$ cat src/rtl/riscv_pkg.sv
// Shared definitions for the RV32I pipeline.
//   XLEN             : architectural register / PC width
//   RESET_PC_DEFAULT : default PC loaded on reset
//   fetch_state_e    : fetch FSM states
package riscv_pkg;

    localparam int unsigned XLEN = 32;

    localparam logic [XLEN-1:0] RESET_PC_DEFAULT = 32'h0000_0000;

    // S_REQ  : request not yet issued
    // S_WAIT : request accepted, response pending
    // S_DROP : response pending but stale (a redirect happened meanwhile)
    typedef enum logic [1:0] {
        S_REQ  = 2'd0,
        S_WAIT = 2'd1,
        S_DROP = 2'd2
    } fetch_state_e;

endpackage

$ cat src/rtl/if_slot.sv
// One-entry valid/ready holding register.
// Ports:
//   clk, rst_n  : clock, synchronous active-low reset (clears valid and data)
//   load        : capture load_data and set valid
//   load_data   : payload to capture
//   consume     : downstream took the entry (valid && ready)
//   flush       : drop the entry; wins over load and consume
//   valid, data : current entry
module if_slot
    import riscv_pkg::*;
#(
    parameter int unsigned WIDTH = 2 * XLEN
) (
    input  logic             clk,
    input  logic             rst_n,
    input  logic             load,
    input  logic [WIDTH-1:0] load_data,
    input  logic             consume,
    input  logic             flush,
    output logic             valid,
    output logic [WIDTH-1:0] data
);

    always_ff @(posedge clk) begin
        if (!rst_n) begin
            valid <= 1'b0;
            data  <= '0;
        end else if (flush) begin
            valid <= 1'b0;
        end else if (load) begin
            // A load in the same cycle as a consume replaces the entry.
            valid <= 1'b1;
            data  <= load_data;
        end else if (consume) begin
            valid <= 1'b0;
        end
    end

endmodule

$ cat src/rtl/fetch_unit.sv
// Instruction-fetch stage. Holds the PC, issues one outstanding word read to
// instruction memory, and presents {pc, instr} to execute through a one-entry slot.
// Ports:
//   clk, rst_n                     : clock, synchronous active-low reset
//   next_pc                        : from pc_mux (pc+4 or redirect target)
//   redirect                       : branch/jump/trap-return, one cycle
//   pc_out                         : PC register, to pc_mux
//   imem_req_valid/ready, imem_addr: request channel (word aligned)
//   imem_resp_valid, imem_rdata    : response channel
//   if_valid/ready, if_pc, if_instr: output slot to execute
module fetch_unit
    import riscv_pkg::*;
#(
    parameter logic [XLEN-1:0] RESET_PC = RESET_PC_DEFAULT
) (
    input  logic            clk,
    input  logic            rst_n,
    input  logic [XLEN-1:0] next_pc,
    input  logic            redirect,
    output logic [XLEN-1:0] pc_out,
    output logic            imem_req_valid,
    input  logic            imem_req_ready,
    output logic [XLEN-1:0] imem_addr,
    input  logic            imem_resp_valid,
    input  logic [XLEN-1:0] imem_rdata,
    output logic            if_valid,
    input  logic            if_ready,
    output logic [XLEN-1:0] if_pc,
    output logic [XLEN-1:0] if_instr
);

    fetch_state_e    state_q, state_d;
    logic [XLEN-1:0] pc_q;
    logic            req_fire;
    logic            slot_load;

    // State register
    always_ff @(posedge clk) begin
        if (!rst_n) begin
            state_q <= S_REQ;
        end else begin
            state_q <= state_d;
        end
    end

    // Next-state logic
    always_comb begin
        state_d = state_q;
        unique case (state_q)
            S_REQ: begin
                if (req_fire) state_d = S_WAIT;
            end
            S_WAIT: begin
                // A response coinciding with a redirect still drains the request,
                // so go straight back to S_REQ; slot_load masks the data.
                if (imem_resp_valid) begin
                    state_d = S_REQ;
                end else if (redirect) begin
                    state_d = S_DROP;
                end
            end
            S_DROP: begin
                // The stale response drains even if another redirect lands on it.
                if (imem_resp_valid) state_d = S_REQ;
            end
            default: state_d = S_REQ;
        endcase
    end

    // Outputs. Only request when the slot is certain to be free by response time.
    always_comb begin
        imem_req_valid = rst_n && (state_q == S_REQ) && (!if_valid || if_ready) && !redirect;
        req_fire       = imem_req_valid && imem_req_ready;
        slot_load      = (state_q == S_WAIT) && imem_resp_valid && !redirect;
        imem_addr      = {pc_q[XLEN-1:2], 2'b00};
        pc_out         = pc_q;
    end

    // PC advances on a delivered fetch (mux supplies pc+4) or on a redirect.
    always_ff @(posedge clk) begin
        if (!rst_n) begin
            pc_q <= RESET_PC;
        end else if (redirect || slot_load) begin
            pc_q <= next_pc;
        end
    end

    logic [2*XLEN-1:0] slot_data;

    if_slot #(
        .WIDTH(2 * XLEN)
    ) u_if_slot (
        .clk      (clk),
        .rst_n    (rst_n),
        .load     (slot_load),
        .load_data({pc_q, imem_rdata}),
        .consume  (if_valid && if_ready),
        .flush    (redirect),
        .valid    (if_valid),
        .data     (slot_data)
    );

    assign if_pc    = slot_data[2*XLEN-1:XLEN];
    assign if_instr = slot_data[XLEN-1:0];

endmodule

$ cat config.mk
export PLATFORM = sky130hd
export DESIGN_NAME = fetch_unit
export DESIGN_NICKNAME = d
export VERILOG_FILES = /design/src/rtl/riscv_pkg.sv /design/src/rtl/if_slot.sv /design/src/rtl/fetch_unit.sv
export SDC_FILE = /design/constraint.sdc
export NUM_CORES = 1
export LEC_CHECK = 0
export ABC_AREA = 1
export CORE_MARGIN = 2
export CORE_UTILIZATION = 40
export CTS_BUF_LIST = sky130_fd_sc_hd__clkbuf_8
export DETAILED_ROUTE_END_ITERATION = 8
export HOLD_SLACK_MARGIN = 0.1
export PLACE_DENSITY = 0.78
export REMOVE_ABC_BUFFERS = 1
export SYNTH_ARGS = -nofsm -noshare
export SYNTH_HDL_FRONTEND = slang
export SYNTH_SLANG_ARGS = --single-unit
$ cat constraint.sdc
create_clock -name clk -period 1.99 [get_ports clk]
set_input_delay 0.398 -clock clk [delete_from_list [all_inputs] [get_ports clk]]
set_output_delay 0.398 -clock clk [all_outputs]
set_load 0.05 [all_outputs]
* After elaboration in Yosys (flattened, before gate mapping)
Index checks and enable logic that the tools add are counted.
** Word-level totals
- Bits in registers :: 99
- Input bits :: 70
- Output and inout port bits :: 130
** Cells by class
- Eq/ne operators :: 5
- Multiplexer cells :: 7
- Bitwise gates (word level) :: 2
- Reductions and logical operators :: 16
** Operators with widths (count)
- two-way mux 2 bit :: 4
- logical AND 1 bit :: 7
- one-hot mux 2 bit (3 select lines) :: 1
- != test 2 bit (second input constant) :: 2
- != test 3 bit (second input constant) :: 1
- AND reduction 3 bit :: 1
- == test 2 x 1 -> 1 bit (second input constant) :: 1
- == test 2 bit (second input constant) :: 1
- zero test 1 bit :: 2
- zero test 2 bit :: 1
- logical OR 1 bit :: 2
- two-way mux 1 bit :: 2
- NOT 1 bit :: 2
- AND reduction 2 bit :: 1
- nonzero test 2 bit :: 1
- OR reduction 2 bit :: 1

* Logic depth before layout (Yosys ltp)
- Word-level depth :: 7
- Mapped depth :: 8
- Mapped depth without buffers :: 6

* Hierarchy
Synthesis repeated with hierarchy kept, for this count alone.
** Unflattened totals
- Cells, all modules :: 613
- Area, all modules :: 4321.6 um^2
** Modules (own cells, without submodules)
- if_slot :: instances 1, cells each 419, area an instance 2825.2 um^2, seq. area each 1301.2 um^2
- fetch_unit :: instances 1, cells each 194, area an instance 1496.4 um^2, seq. area each 680.7 um^2

* Worst setup path after synthesis
OpenSTA, ideal clock, no wires.
- Path kind :: input -> output
- Start :: in rst_n
- End :: out imem_req_valid
- Arrival time :: 1170 ps
- Required time :: 1592 ps
- Setup slack :: 422 ps
- Cell stages on the path :: 4
- Cell sequence :: buf_2 > inv_1 > nor2_1 > and3_1
** Between the ends
- Longest elaborated chain between the ends :: 3
** Ends and longest elaborated chain
- from (decl) :: line fetch_unit.sv:17 : input logic rst_n,
- logical AND 1 bit (3 in series) :: line fetch_unit.sv:72 : imem_req_valid = rst_n && (state_q == S_REQ) && (!if_valid || if_ready) && !redirect;
- to (decl) :: line fetch_unit.sv:21 : output logic imem_req_valid,
No other way between the ends.

* Worst setup path after layout
- Start :: reg pc_q[24], in the netlist pc_out[24]
- End :: out imem_addr[24]
** RTL lines
- from (decl) :: line fetch_unit.sv:33 : logic [XLEN-1:0] pc_q;
- from (signal assigned) :: line fetch_unit.sv:84 : pc_q <= next_pc;
- to (decl) :: line fetch_unit.sv:23 : output logic [XLEN-1:0] imem_addr,
No word-level cell between the ends.

==> flow_metrics.env <==
export IMPL_ys_seq_area_share_pct=43.7
export IMPL_hold_viol_final=0
export IMPL_muxShareOfSynthArea_pct=0
export IMPL_fmax_ghz=0.512
export IMPL_rows=38
export IMPL_rsz0062_at_grt="no"
export IMPL_powerDensity_nw_per_um2=656
export IMPL_chipWidth_um=110
export IMPL_syn_area_um2=4530
export IMPL_core_um2=10900
export IMPL_avgSynthCellArea_um2=6.95
export IMPL_grt_start_max_net_pins=97
export IMPL_synthAdderAreaFrac_pct=0
export IMPL_overflow=0
export IMPL_status="complete, no violations"
export IMPL_worst_slew_margin_rel_pct=64.4
export IMPL_totalWireLength_um=12600
export IMPL_fin_util_pct=59.6
export IMPL_root_buffer="clkbuf_8"
export IMPL_antenna_found_initial=0
export IMPL_p_leak_nw=3.08
export IMPL_fin_nets=860
export IMPL_path_cells="clkdlybuf4s50_1"
export IMPL_grt_pass1_vias=4184
export IMPL_yosysWarnings=0
export IMPL_synth_edf_count=0
export IMPL_avgRoutedWirePerCell_um=13.5
export IMPL_fillers=992
export IMPL_synth_cell_type_count=18
export IMPL_die_y_um=110
export IMPL_synth_xor_xnor_area_share_pct=0
export IMPL_cts_tree="done"
export IMPL_antenna_cells=0
export IMPL_drtAntennaViolNets=0
export IMPL_critPathTopFamily="buffers and inverters"
export IMPL_synth_compound_area_share_pct=3.92
export IMPL_clk_pin_slew_ns=0.09
export IMPL_endpoint_kind="output port"
export IMPL_tightest_slew_ns=0.533
export IMPL_numCtsBuffers=9
export IMPL_cap_violations=0
export IMPL_synth_simple_area_share_pct=35.1
export IMPL_ir_drop_mv=0.344
export IMPL_synth_seq_cells=99
export IMPL_drcViolationCount=0
export IMPL_synth_cells=652
export IMPL_finalSetupViolCount=0
export IMPL_ys_flop_type="dfxtp_1"
export IMPL_cp_depth=1
export IMPL_finClkSkew_ns=0.00459
export IMPL_cpPeakStageDelay_ns=0.82
export IMPL_critPathKind="reg2out"
export IMPL_post_cts_buffers=0
export IMPL_vias=4556
export IMPL_grt_pass1_wl_um=20400
export IMPL_crit_arrival_ns=1.56
export IMPL_dpl_cell_count=919
export IMPL_stdcell_count=932
export IMPL_ys_async_sr_fraction_pct=0
export IMPL_hpwl_um=8710
export IMPL_vias_per_cell=4.89
export IMPL_worstSkewPairLatency_ns=0.36
export IMPL_port_buffers=197
export IMPL_io_pins=200
export IMPL_timing_rr_end="u_if_slot.data[52]"
export IMPL_grt_usage_pct=19.9
export IMPL_gp_congestion=0.817
export IMPL_cts_buffer_depth=2
export IMPL_worstSetupStartpointType="flip-flop"
export IMPL_die_area_um2=12200
export IMPL_area_growth_pct=43.8
export IMPL_clock_sinks=99
export IMPL_first_iter_violations=369
export IMPL_htreeDepth=3
export IMPL_cp_max_fo=3
export IMPL_reg2regPathDepth=7
export IMPL_r2r_slack_ns=0.63
export IMPL_fin_crit_sh_pct=98.2
export IMPL_firstDrtPassIters=4
export IMPL_min_period_ns=1.95
export IMPL_slowest_stage="clkdlybuf4s50_1"
export IMPL_synth_top_family_by_area="simple AND/OR/NAND/NOR gates"
export IMPL_regToRegStartpoint="state_q[0]"
export IMPL_drive_gt1_share_pct=4.17
export IMPL_hold_class="in2reg"
export IMPL_startpoint="pc_out[24]"
export IMPL_required_ns=1.59
export IMPL_maxSlewViolCount=0
export IMPL_start_util_pct=41.5
export IMPL_crit_buf_inv=1
export IMPL_crit_path_end="imem_addr[24]"
-- metrics by stage --
| step | setup slack [ns] | setup TNS [ns] | total power (W) | hold WS (ns) | instance area [um^2] |
|---|---|---|---|---|---|
| after floorplan | -1.07 | -79.16 | 0.00276 | 0.490 | 4020 |
| after global placement | 0.220 | 0 | 0.00323 | 0.448 | 6320 |
| after CTS | 0.000447 | 0 | 0.00433 | 0.359 | 6470 |
| final | 0.0354 | 0 | 0.00427 | 0.386 | 6520 |
| after detailed placement | 0.169 | 0 | 0.00325 | 0.459 | 6320 |
| after global routing | 0.000848 | 0 | 0.00447 | 0.371 | 6520 |
-- cells in the mapped netlist (2+ instances only) --
cell type,count,area share (%)
a21oi_1,34,3.8
buf_1,8,0.66
buf_2,14,1.5
buf_4,47,7.8
clkbuf_1,14,1.2
dfxtp_1,99,44
inv_1,68,5.6
inv_2,2,0.17
nand2_1,97,8.0
nand3_1,34,3.8
nand4_1,66,9.1
nor2_1,162,13
nor2_4,2,0.50
-- metal layers --
layer,GRT usage [%],wire length (um)
met1,24.0,5180
met2,34.2,6220
met3,5.32,1030
met4,6.75,185
met5,0,0
-- cell families after synthesis --
group | count (synthesis)
AOI/OAI and AO/OA | 35
DFF | 99
buffers and inverters | 154
and+or+nand+nor | 363
other | 1
-- worst min-delay path by stage --
| stage | from | end | cells past startpoint |
|---|---|---|---|
| floorplan | state_q[0] | state_q[1] | 2 |
| global placement | u_if_slot.data[32] | u_if_slot.data[32] | 2 |
| detailed placement | u_if_slot.data[17] | u_if_slot.data[17] | 2 |
| CTS | rst_n | state_q[1] | 3 |
| global route | rst_n | state_q[1] | 3 |
| finish | rst_n | state_q[1] | 3 |
-- sequential cells by signal, indices dropped and copies added, names as in the netlist --
name,count
pc_out,32
state_q,2
u_if_slot.data,64
u_if_slot.valid,1
-- timing repair --
action	in CTS	in global routing
gates resized for setup	4	20
hold buffers	0	0
setup endpoints to repair	5	21
-- report_power, final --
group          internal (W)  switching (W)  leakage [nW]  total, W
Sequential          0.00205      0.0000483         0.807   0.00210
Clock              0.000456       0.000625        0.0879   0.00108
Combinational      0.000397       0.000699          2.18   0.00110
Total               0.00290        0.00137          3.08   0.00427
-- cells in the final DEF, fill, tap and decap left out, drive strengths merged --
cell type      count
a21oi             34
clkdlybuf4s50    168
and3               1
dlymetal6s2s      20
dfxtp             99
nand4             66
clkbuf            10
inv               72
buf               18
conb               2
nor2             164
nand2             98
a21boi             1
clkinv             1
nand3             34
dlygate4sd2        4
-- layout make-up --
| class | instances | area [um^2] | share of cell area (%) |
|---|---|---|---|
| repair buffers | 210 | 2170 | 33.3 |
| flip-flops and latches | 99 | 1980 | 30.4 |
| multi-input cells | 400 | 1780 | 27.2 |
| inverters | 70 | 264 | 4.05 |
| well taps | 140 | 175 | 2.69 |
| clock buffers | 10 | 138 | 2.11 |
| clock inverters | 3 | 11.3 | 0.173 |
Power figures use the tool's default switching activity.
